File: src/rtl/zone_pkg.sv
// zone_pkg: shared types and sizing helpers
// for the multi-zone centroid tracker.
package zone_pkg;

  typedef enum logic [2:0] {
    IDLE,
    LOAD_X,
    DIV_X,
    LOAD_Y,
    DIV_Y,
    PUBLISH
  } state_e;

  function automatic int cnt_w(input int zone_w, input int v_max);
    return $clog2(zone_w * v_max + 1);
  endfunction

  function automatic int sum_w(input int coord_w, input int zone_w,
                               input int v_max);
    return coord_w + cnt_w(zone_w, v_max);
  endfunction

  function automatic int idx_w(input int n);
    return (n > 1) ? $clog2(n) : 1;
  endfunction

  function automatic int unsigned zone_of(input int unsigned x,
                                          input int unsigned lg);
    return x >> lg;
  endfunction

endpackage

File: src/rtl/serial_divider.sv
// serial_divider: restoring divider, one quotient bit per cycle.
// short_in selects the narrower quotient width and its shorter latency.
module serial_divider #(
  parameter int DVD_W = 29,
  parameter int DVS_W = 18,
  parameter int Q_W   = 11,
  parameter int SQ_W  = 10
) (
  input  logic             clk_in,
  input  logic             rst_in,
  input  logic             start_in,
  input  logic             short_in,
  input  logic [DVD_W-1:0] dividend_in,
  input  logic [DVS_W-1:0] divisor_in,
  output logic             done_out,
  output logic [Q_W-1:0]   quot_out
);

  localparam int CW = (Q_W > 1) ? $clog2(Q_W) : 1;

  logic             busy_q, busy_d;
  logic [CW-1:0]    cnt_q, cnt_d;
  logic [DVS_W-1:0] rem_q, rem_d;
  logic [DVS_W-1:0] dvs_q, dvs_d;
  logic [Q_W-1:0]   low_q, low_d;
  logic [Q_W-1:0]   quot_q, quot_d;
  logic [DVS_W:0]   trial;
  logic [DVS_W-1:0] diff;
  logic             ge;

  // Trial subtraction for the current quotient bit
  always_comb begin
    trial    = {rem_q, low_q[Q_W-1]};
    diff     = trial[DVS_W-1:0] - dvs_q;
    ge       = trial >= {1'b0, dvs_q};
    done_out = busy_q && (cnt_q == CW'(Q_W - 1));
    quot_out = {quot_q[Q_W-2:0], ge};
  end

  // Load on start; the short mode skips the leading always-zero bits
  always_comb begin
    busy_d = busy_q;
    cnt_d  = cnt_q;
    rem_d  = rem_q;
    dvs_d  = dvs_q;
    low_d  = low_q;
    quot_d = quot_q;
    if (start_in) begin
      busy_d = 1'b1;
      dvs_d  = divisor_in;
      quot_d = '0;
      if (short_in) begin
        rem_d = DVS_W'(dividend_in >> SQ_W);
        low_d = Q_W'(dividend_in[SQ_W-1:0]) << (Q_W - SQ_W);
        cnt_d = CW'(Q_W - SQ_W);
      end else begin
        rem_d = DVS_W'(dividend_in >> Q_W);
        low_d = dividend_in[Q_W-1:0];
        cnt_d = '0;
      end
    end else if (busy_q) begin
      rem_d  = ge ? diff : trial[DVS_W-1:0];
      low_d  = low_q << 1;
      quot_d = {quot_q[Q_W-2:0], ge};
      cnt_d  = cnt_q + CW'(1);
      if (done_out) busy_d = 1'b0;
    end
  end

  // Divider state registers
  always_ff @(posedge clk_in) begin
    if (rst_in) begin
      busy_q <= 1'b0;
      cnt_q  <= '0;
      rem_q  <= '0;
      dvs_q  <= '0;
      low_q  <= '0;
      quot_q <= '0;
    end else begin
      busy_q <= busy_d;
      cnt_q  <= cnt_d;
      rem_q  <= rem_d;
      dvs_q  <= dvs_d;
      low_q  <= low_d;
      quot_q <= quot_d;
    end
  end

endmodule

File: src/rtl/zone_centroid.sv
// zone_centroid: per-strip pixel accumulation and centroid
// computation with one shared serial divider per frame.
module zone_centroid
  import zone_pkg::*;
#(
  parameter int H_WIDTH   = 11,
  parameter int V_WIDTH   = 10,
  parameter int ZONES     = 4,
  parameter int ZONE_W    = 256,
  parameter int V_MAX     = 768,
  parameter int MIN_COUNT = 64
) (
  input  logic                       clk_in,
  input  logic                       rst_in,
  input  logic [H_WIDTH-1:0]         x_in,
  input  logic [V_WIDTH-1:0]         y_in,
  input  logic                       valid_in,
  input  logic                       tabulate_in,
  output logic [ZONES*H_WIDTH-1:0]   x_out,
  output logic [ZONES*V_WIDTH-1:0]   y_out,
  output logic [ZONES-1:0]           present_out,
  output logic [idx_w(ZONES)-1:0]    dominant_out,
  output logic                       dominant_valid_out,
  output logic                       valid_out,
  output logic                       busy_out,
  output logic                       overrun_out
);

  localparam int  CNT_W   = cnt_w(ZONE_W, V_MAX);
  localparam int  SX_W    = sum_w(H_WIDTH, ZONE_W, V_MAX);
  localparam int  SY_W    = sum_w(V_WIDTH, ZONE_W, V_MAX);
  localparam int  ZW      = idx_w(ZONES);
  localparam int  LG      = $clog2(ZONE_W);
  localparam int  SPAN    = ZONES * ZONE_W;
  localparam bit  Y_SHORT = V_WIDTH <= H_WIDTH;
  localparam int  QL      = Y_SHORT ? H_WIDTH : V_WIDTH;
  localparam int  QS      = Y_SHORT ? V_WIDTH : H_WIDTH;
  localparam int  DVD_W   = QL + CNT_W;

  logic [H_WIDTH-1:0] s1_x_q;
  logic [V_WIDTH-1:0] s1_y_q;
  logic               s1_vld_q, s1_tab_q;

  logic [CNT_W-1:0]   cnt_q[ZONES], cnt_d[ZONES];
  logic [SX_W-1:0]    sx_q[ZONES], sx_d[ZONES];
  logic [SY_W-1:0]    sy_q[ZONES], sy_d[ZONES];
  logic [CNT_W-1:0]   shd_cnt_q[ZONES], shd_cnt_d[ZONES];
  logic [SX_W-1:0]    shd_sx_q[ZONES], shd_sx_d[ZONES];
  logic [SY_W-1:0]    shd_sy_q[ZONES], shd_sy_d[ZONES];
  logic [H_WIDTH-1:0] stg_x_q[ZONES], stg_x_d[ZONES];
  logic [V_WIDTH-1:0] stg_y_q[ZONES], stg_y_d[ZONES];

  logic [ZONES*H_WIDTH-1:0] xo_q, xo_d;
  logic [ZONES*V_WIDTH-1:0] yo_q, yo_d;
  logic [ZONES-1:0]         po_q, po_d;
  logic [ZW-1:0]            dom_q, dom_d;
  logic                     domv_q, domv_d;
  logic                     vo_q, vo_d;

  state_e        state_q, state_d;
  logic [ZW-1:0] zone_q, zone_d;

  logic             in_rng, snap, last_zone;
  logic [ZW-1:0]    pz;
  logic [ZONES-1:0] pres;
  logic [CNT_W-1:0] best_c;
  logic [ZW-1:0]    best_i;
  logic             best_v;
  logic             div_start, div_short, div_done, is_y;
  logic             cap_x, cap_y, publish;
  logic [DVD_W-1:0] dvd;
  logic [QL-1:0]    quot;

  assign busy_out           = state_q != IDLE;
  assign overrun_out        = s1_tab_q && (state_q != IDLE);
  assign x_out              = xo_q;
  assign y_out              = yo_q;
  assign present_out        = po_q;
  assign dominant_out       = dom_q;
  assign dominant_valid_out = domv_q;
  assign valid_out          = vo_q;

  // Live accumulators restart on every frame boundary, snapshot only when idle
  always_comb begin
    in_rng = 32'(s1_x_q) < 32'(SPAN);
    pz     = ZW'(zone_of(32'(s1_x_q), LG));
    snap   = s1_tab_q && (state_q == IDLE);
    for (int z = 0; z < ZONES; z++) begin
      cnt_d[z]     = s1_tab_q ? '0 : cnt_q[z];
      sx_d[z]      = s1_tab_q ? '0 : sx_q[z];
      sy_d[z]      = s1_tab_q ? '0 : sy_q[z];
      shd_cnt_d[z] = snap ? cnt_q[z] : shd_cnt_q[z];
      shd_sx_d[z]  = snap ? sx_q[z] : shd_sx_q[z];
      shd_sy_d[z]  = snap ? sy_q[z] : shd_sy_q[z];
    end
    if (s1_vld_q && in_rng) begin
      cnt_d[pz] = cnt_d[pz] + CNT_W'(1);
      sx_d[pz]  = sx_d[pz] + SX_W'(s1_x_q);
      sy_d[pz]  = sy_d[pz] + SY_W'(s1_y_q);
    end
  end

  // Presence and dominant zone from the frozen snapshot; ties keep the lower index
  always_comb begin
    best_c = '0;
    best_i = '0;
    best_v = 1'b0;
    for (int z = 0; z < ZONES; z++) begin
      pres[z] = shd_cnt_q[z] >= CNT_W'(MIN_COUNT);
      if (pres[z] && (!best_v || shd_cnt_q[z] > best_c)) begin
        best_v = 1'b1;
        best_c = shd_cnt_q[z];
        best_i = ZW'(z);
      end
    end
  end

  // FSM next state: per zone X then Y division, then publish
  always_comb begin
    state_d   = state_q;
    zone_d    = zone_q;
    last_zone = zone_q == ZW'(ZONES - 1);
    unique case (state_q)
      IDLE: begin
        zone_d = '0;
        if (s1_tab_q) state_d = LOAD_X;
      end
      LOAD_X: state_d = DIV_X;
      DIV_X:  if (div_done) state_d = LOAD_Y;
      LOAD_Y: state_d = DIV_Y;
      DIV_Y: begin
        if (div_done) begin
          if (last_zone) begin
            state_d = PUBLISH;
          end else begin
            state_d = LOAD_X;
            zone_d  = zone_q + ZW'(1);
          end
        end
      end
      PUBLISH: state_d = IDLE;
      default: state_d = IDLE;
    endcase
  end

  // FSM outputs: divider operands and capture strobes
  always_comb begin
    is_y      = state_q == LOAD_Y;
    div_start = (state_q == LOAD_X) || is_y;
    div_short = is_y == Y_SHORT;
    dvd       = is_y ? DVD_W'(shd_sy_q[zone_q])
                     : DVD_W'(shd_sx_q[zone_q]);
    cap_x     = (state_q == DIV_X) && div_done;
    cap_y     = (state_q == DIV_Y) && div_done;
    publish   = state_q == PUBLISH;
  end

  // Staging set; absent zones read as zero
  always_comb begin
    for (int z = 0; z < ZONES; z++) begin
      stg_x_d[z] = stg_x_q[z];
      stg_y_d[z] = stg_y_q[z];
    end
    if (cap_x)
      stg_x_d[zone_q] = pres[zone_q] ? quot[H_WIDTH-1:0] : '0;
    if (cap_y)
      stg_y_d[zone_q] = pres[zone_q] ? quot[V_WIDTH-1:0] : '0;
  end

  // All outputs change together on publish
  always_comb begin
    xo_d   = xo_q;
    yo_d   = yo_q;
    po_d   = po_q;
    dom_d  = dom_q;
    domv_d = domv_q;
    vo_d   = publish;
    if (publish) begin
      for (int z = 0; z < ZONES; z++) begin
        xo_d[z*H_WIDTH +: H_WIDTH] = stg_x_q[z];
        yo_d[z*V_WIDTH +: V_WIDTH] = stg_y_q[z];
      end
      po_d   = pres;
      dom_d  = best_v ? best_i : '0;
      domv_d = best_v;
    end
  end

  serial_divider #(
    .DVD_W (DVD_W),
    .DVS_W (CNT_W),
    .Q_W   (QL),
    .SQ_W  (QS)
  ) u_div (
    .clk_in      (clk_in),
    .rst_in      (rst_in),
    .start_in    (div_start),
    .short_in    (div_short),
    .dividend_in (dvd),
    .divisor_in  (shd_cnt_q[zone_q]),
    .done_out    (div_done),
    .quot_out    (quot)
  );

  // FSM state register
  always_ff @(posedge clk_in) begin
    if (rst_in) begin
      state_q <= IDLE;
      zone_q  <= '0;
    end else begin
      state_q <= state_d;
      zone_q  <= zone_d;
    end
  end

  // Input stage, accumulators, shadow, staging and output registers
  always_ff @(posedge clk_in) begin
    if (rst_in) begin
      s1_x_q   <= '0;
      s1_y_q   <= '0;
      s1_vld_q <= 1'b0;
      s1_tab_q <= 1'b0;
      for (int z = 0; z < ZONES; z++) begin
        cnt_q[z]     <= '0;
        sx_q[z]      <= '0;
        sy_q[z]      <= '0;
        shd_cnt_q[z] <= '0;
        shd_sx_q[z]  <= '0;
        shd_sy_q[z]  <= '0;
        stg_x_q[z]   <= '0;
        stg_y_q[z]   <= '0;
      end
      xo_q   <= '0;
      yo_q   <= '0;
      po_q   <= '0;
      dom_q  <= '0;
      domv_q <= 1'b0;
      vo_q   <= 1'b0;
    end else begin
      s1_x_q   <= x_in;
      s1_y_q   <= y_in;
      s1_vld_q <= valid_in;
      s1_tab_q <= tabulate_in;
      for (int z = 0; z < ZONES; z++) begin
        cnt_q[z]     <= cnt_d[z];
        sx_q[z]      <= sx_d[z];
        sy_q[z]      <= sy_d[z];
        shd_cnt_q[z] <= shd_cnt_d[z];
        shd_sx_q[z]  <= shd_sx_d[z];
        shd_sy_q[z]  <= shd_sy_d[z];
        stg_x_q[z]   <= stg_x_d[z];
        stg_y_q[z]   <= stg_y_d[z];
      end
      xo_q   <= xo_d;
      yo_q   <= yo_d;
      po_q   <= po_d;
      dom_q  <= dom_d;
      domv_q <= domv_d;
      vo_q   <= vo_d;
    end
  end

endmodule

File: config.mk
export PLATFORM = sky130hd
export DESIGN_NAME = zone_centroid
export DESIGN_NICKNAME = d
export VERILOG_FILES = /design/src/rtl/zone_pkg.sv /design/src/rtl/serial_divider.sv /design/src/rtl/zone_centroid.sv
export SDC_FILE = /design/constraint.sdc
export NUM_CORES = 2
export LEC_CHECK = 0
export CORE_ASPECT_RATIO = 1.75
export CORE_MARGIN = 5
export CORE_UTILIZATION = 40
export CTS_CLUSTER_SIZE = 12
export DETAILED_ROUTE_END_ITERATION = 7
export GPL_TIMING_DRIVEN = 0
export PLACE_DENSITY = 0.67
export SLEW_MARGIN = 20
export SYNTH_ARGS = -nofsm -noshare
export SYNTH_HDL_FRONTEND = slang
export SYNTH_HIERARCHICAL = 1
export SYNTH_SLANG_ARGS = --single-unit
export TNS_END_PERCENT = 30
File: constraint.sdc
create_clock -name clk_in -period 10.3 [get_ports clk_in]
set_input_delay 1.03 -clock clk_in [delete_from_list [all_inputs] [get_ports clk_in]]
set_output_delay 1.03 -clock clk_in [all_outputs]
set_load 0.005 [all_outputs]
==> results.json <==
{
  "final_nets": 4214,
  "synth_edf_count": 228,
  "grt_overflow": 0,
  "cts-htree-levels": 3,
  "muxShareOfSynthArea_pct": 11.3,
  "crit_buf_inv": 3,
  "synth_adder_area_share_pct": 3.32,
  "leakage_nw": 16.3,
  "critPathSlowestCell": "nor3_1",
  "end_kind": "flop",
  "die_width_um": 248,
  "pre_cts_slack_ns": 1.01,
  "finalPower_mw": 7.69,
  "boundaryPins": 119,
  "setup_ws_ns": 0.613,
  "period_minus_slack_ns": 9.69,
  "finClkSkew_ns": 0.0265,
  "synthXorXnorAreaFrac_pct": 1.82,
  "globalplace.congestion": 0.961,
  "rsz0062_at_grt": "false",
  "cts_resized": 0,
  "cp.required_ns": 10.89,
  "stdcell_area_um2": 44900,
  "nFillCells": 9291,
  "clock_path_buffers": 3,
  "drive_above_1_share_pct": 8.58,
  "path_class": "reg -> reg",
  "synthTopCellsByArea": "dfxtp_1, edfxtp_1, mux4_2",
  "final_cells": 5449,
  "grt_use_total_pct": 25.4,
  "placed_cells": 5309,
  "routedWlPerCell_um": 25.2,
  "wl_um": 137000,
  "postRouteAntennaNets": 0,
  "die_h_um": 426,
  "yosys_warnings": 6,
  "slew_viol_final": 0,
  "io_buffer_count": 118,
  "initialDrtViolationCount": 2802,
  "synthTopCellsByCount": "dfxtp_1, nand2_1, nor2_1",
  "syn_nets": 4006,
  "wl_met1_um": 44400,
  "p_per_area_nw_per_um2": 171,
  "p_comb_share_pct": 15.1,
  "run_status": "completed",
  "tightestPinTransition_ns": 1.28,
  "hold_viol": 0,
  "synth-seq-cells": 868,
  "start_util_pct": 40.3,
  "critPathArrivalTime_ns": 10.28,
  "internal_power_mw": 5.58,
  "antenna_found_initial": 4,
  "remaining_drc_errors": 0,
  "grt_pass1_wl_um": 200000,
  "yosysTopAreaCellShare_pct": 32.4,
  "synth-simple-area-share_pct": 16.6,
  "drt_first_pass_iters": 5,
  "p_switching_mw": 2.11,
  "rows": 152,
  "synth_area_per_cell_um2": 10.2,
  "ir_drop_v": 0.000139,
  "clock_insertion_delay_worst_skew_ns": 0.69,
  "cp-start-kind": "flop",
  "cts_sinks": 868,
  "fmax_mhz": 103,
  "grt_max_degree": 55,
  "cts_setup_buffers": 0,
  "critical_path.top_delay_family": "compound AO/OA/AOI/OAI gates",
  "syn_to_final_growth_pct": 13.6,
  "cts.clk_slew.worst_paths_ns": 0.06,
  "synthFlopType": "dfxtp_1",
  "synthArstFlopShare_pct": 0,
  "crit_top_cell": "a21oi_1",
  "synth_area_leader_cell": "dfxtp_1",
  "cts_tree": "built",
  "via_count": 31700,
  "top_layer": "met5",
  "setup_viol": 0,
  "min_path_type": "reg -> reg",
  "place_hpwl_um": 104000,
  "ctsHoldBuffers": 0,
  "core_um2": 98100,
  "grt_pass1_vias": 32000,
  "syn_area_um2": 39500,
  "synth_top_family_by_area": "simple AND/OR/NAND/NOR gates",
  "seq_area_um2": 19700,
  "power_frac_seq_pct": 47.3,
  "multiInputGateArea_um2": 18500,
  "worst_path_largest_cell_delay_ns": 0.76,
  "yosysSeqAreaShare_pct": 49.8,
  "slew_headroom_pct": 14.9,
  "fin_setup_tns_ns": 0,
  "max_cap_viol_count": 0,
  "cts_made_buffers": 84,
  "p_clk_share_pct": 37.6,
  "whs_ns": 0.452,
  "fin_crit_sh_pct": 94.0,
  "swShare_pct": 27.5,
  "avgViaCountPerCell": 5.82,
  "synth-compound-area-share_pct": 13.7,
  "synth_cells": 3878,
  "final_util_pct": 45.8,
  "place_area_um2": 42400,
  "die_area_um2": 105000,
  "clockRootBuffer": "clkbuf_16",
  "path_max_fanout": 10,
  "dr_wl_met3_um": 9050,
  "synth_cell_types": 77,
  "yosysMostFrequentCell": "dfxtp_1",
  "met2_length_um": 69200
}
==> layout make-up <==
| cell class | count | area share (%) |
|---|---|---|
| tap | 1309 | 3.65 |
| sequential | 868 | 43.8 |
| buffer | 266 | 2.44 |
| clock buffer | 129 | 5.24 |
| antenna | 3 | 0.0167 |
| timing repair buffer | 122 | 2.86 |
| multi-input combinational | 2672 | 41.2 |
| clock inverter | 8 | 0.181 |
| inverter | 72 | 0.602 |
==> cell usage in the layout (no fill, tap or decap), types with 15 or more instances in the layout <==
cell type,n
buf_1,16
clkdlybuf4s50_1,118
nor2_1,379
clkbuf_16,87
a22o_1,149
and3_1,102
buf_2,16
nand2b_1,15
o21ai_0,169
a31oi_1,17
nor2b_1,48
edfxtp_1,228
nand4_1,25
mux2i_1,62
inv_1,71
nand3_1,33
nor3_1,20
xor2_1,33
dfxtp_1,640
a22oi_1,31
xnor2_1,49
a211oi_1,37
clkbuf_1,260
ha_1,100
nor4_1,16
a21o_1,21
mux4_2,141
o21ai_1,20
a21oi_1,333
nand2_1,408
o22ai_1,17
and2_1,267
mux2_2,60
==> registers in the layout (all words and copies together), names as in the netlist, 44 cells and up, named ones only <==
signal / flops
cnt_q: 72
shd_sx_q: 116
stg_x_q: 44
sy_q: 112
x_out: 44
shd_sy_q: 112
sx_q: 116
shd_cnt_q: 72
==> worst min-delay path, cell delays in order, from the launching register on <==
cell and delay, ns:
dfxtp_1 0.31, nand2_1 0.05, a21oi_1 0.05
==> cell families after synthesis <==
family | Yosys count
xor gates and xnor gates | 82
AOI/OAI and AO/OA | 863
adders and majority gates | 103
DFF | 868
buffers and inverters | 338
muxes | 263
and+or+nand+nor | 1361
==> path summary, 6_finish.rpt <==
kind,depth (start not counted),from,end,slack [ns]
setup / recovery,29,shd_cnt_q[0][12],dominant_out[0],0.61
setup reg to reg,29,shd_cnt_q[0][12],dominant_out[0],0.61
hold reg to reg,2,x_out[34],x_out[34],0.45
hold / removal,2,x_out[34],x_out[34],0.45
==> layer usage <==
layer,GRT usage [%],vias up
li1,-,14300
met1,24.9,15300
met2,45.5,1532
met3,4.34,617
met4,22.3,2
met5,0,-
==> power by group through the flow <==
stage | logic (mW) | clock network (mW) | registers [mW]
detailed placement | 1.13 | 0 | 3.71
finish | 1.16 | 2.90 | 3.64
floorplan | 0.801 | 0 | 3.70
CTS | 1.14 | 2.92 | 3.63
global placement | 1.12 | 0 | 3.73
global route | 1.24 | 3.05 | 3.64
(Power assumes the default switching activity.)
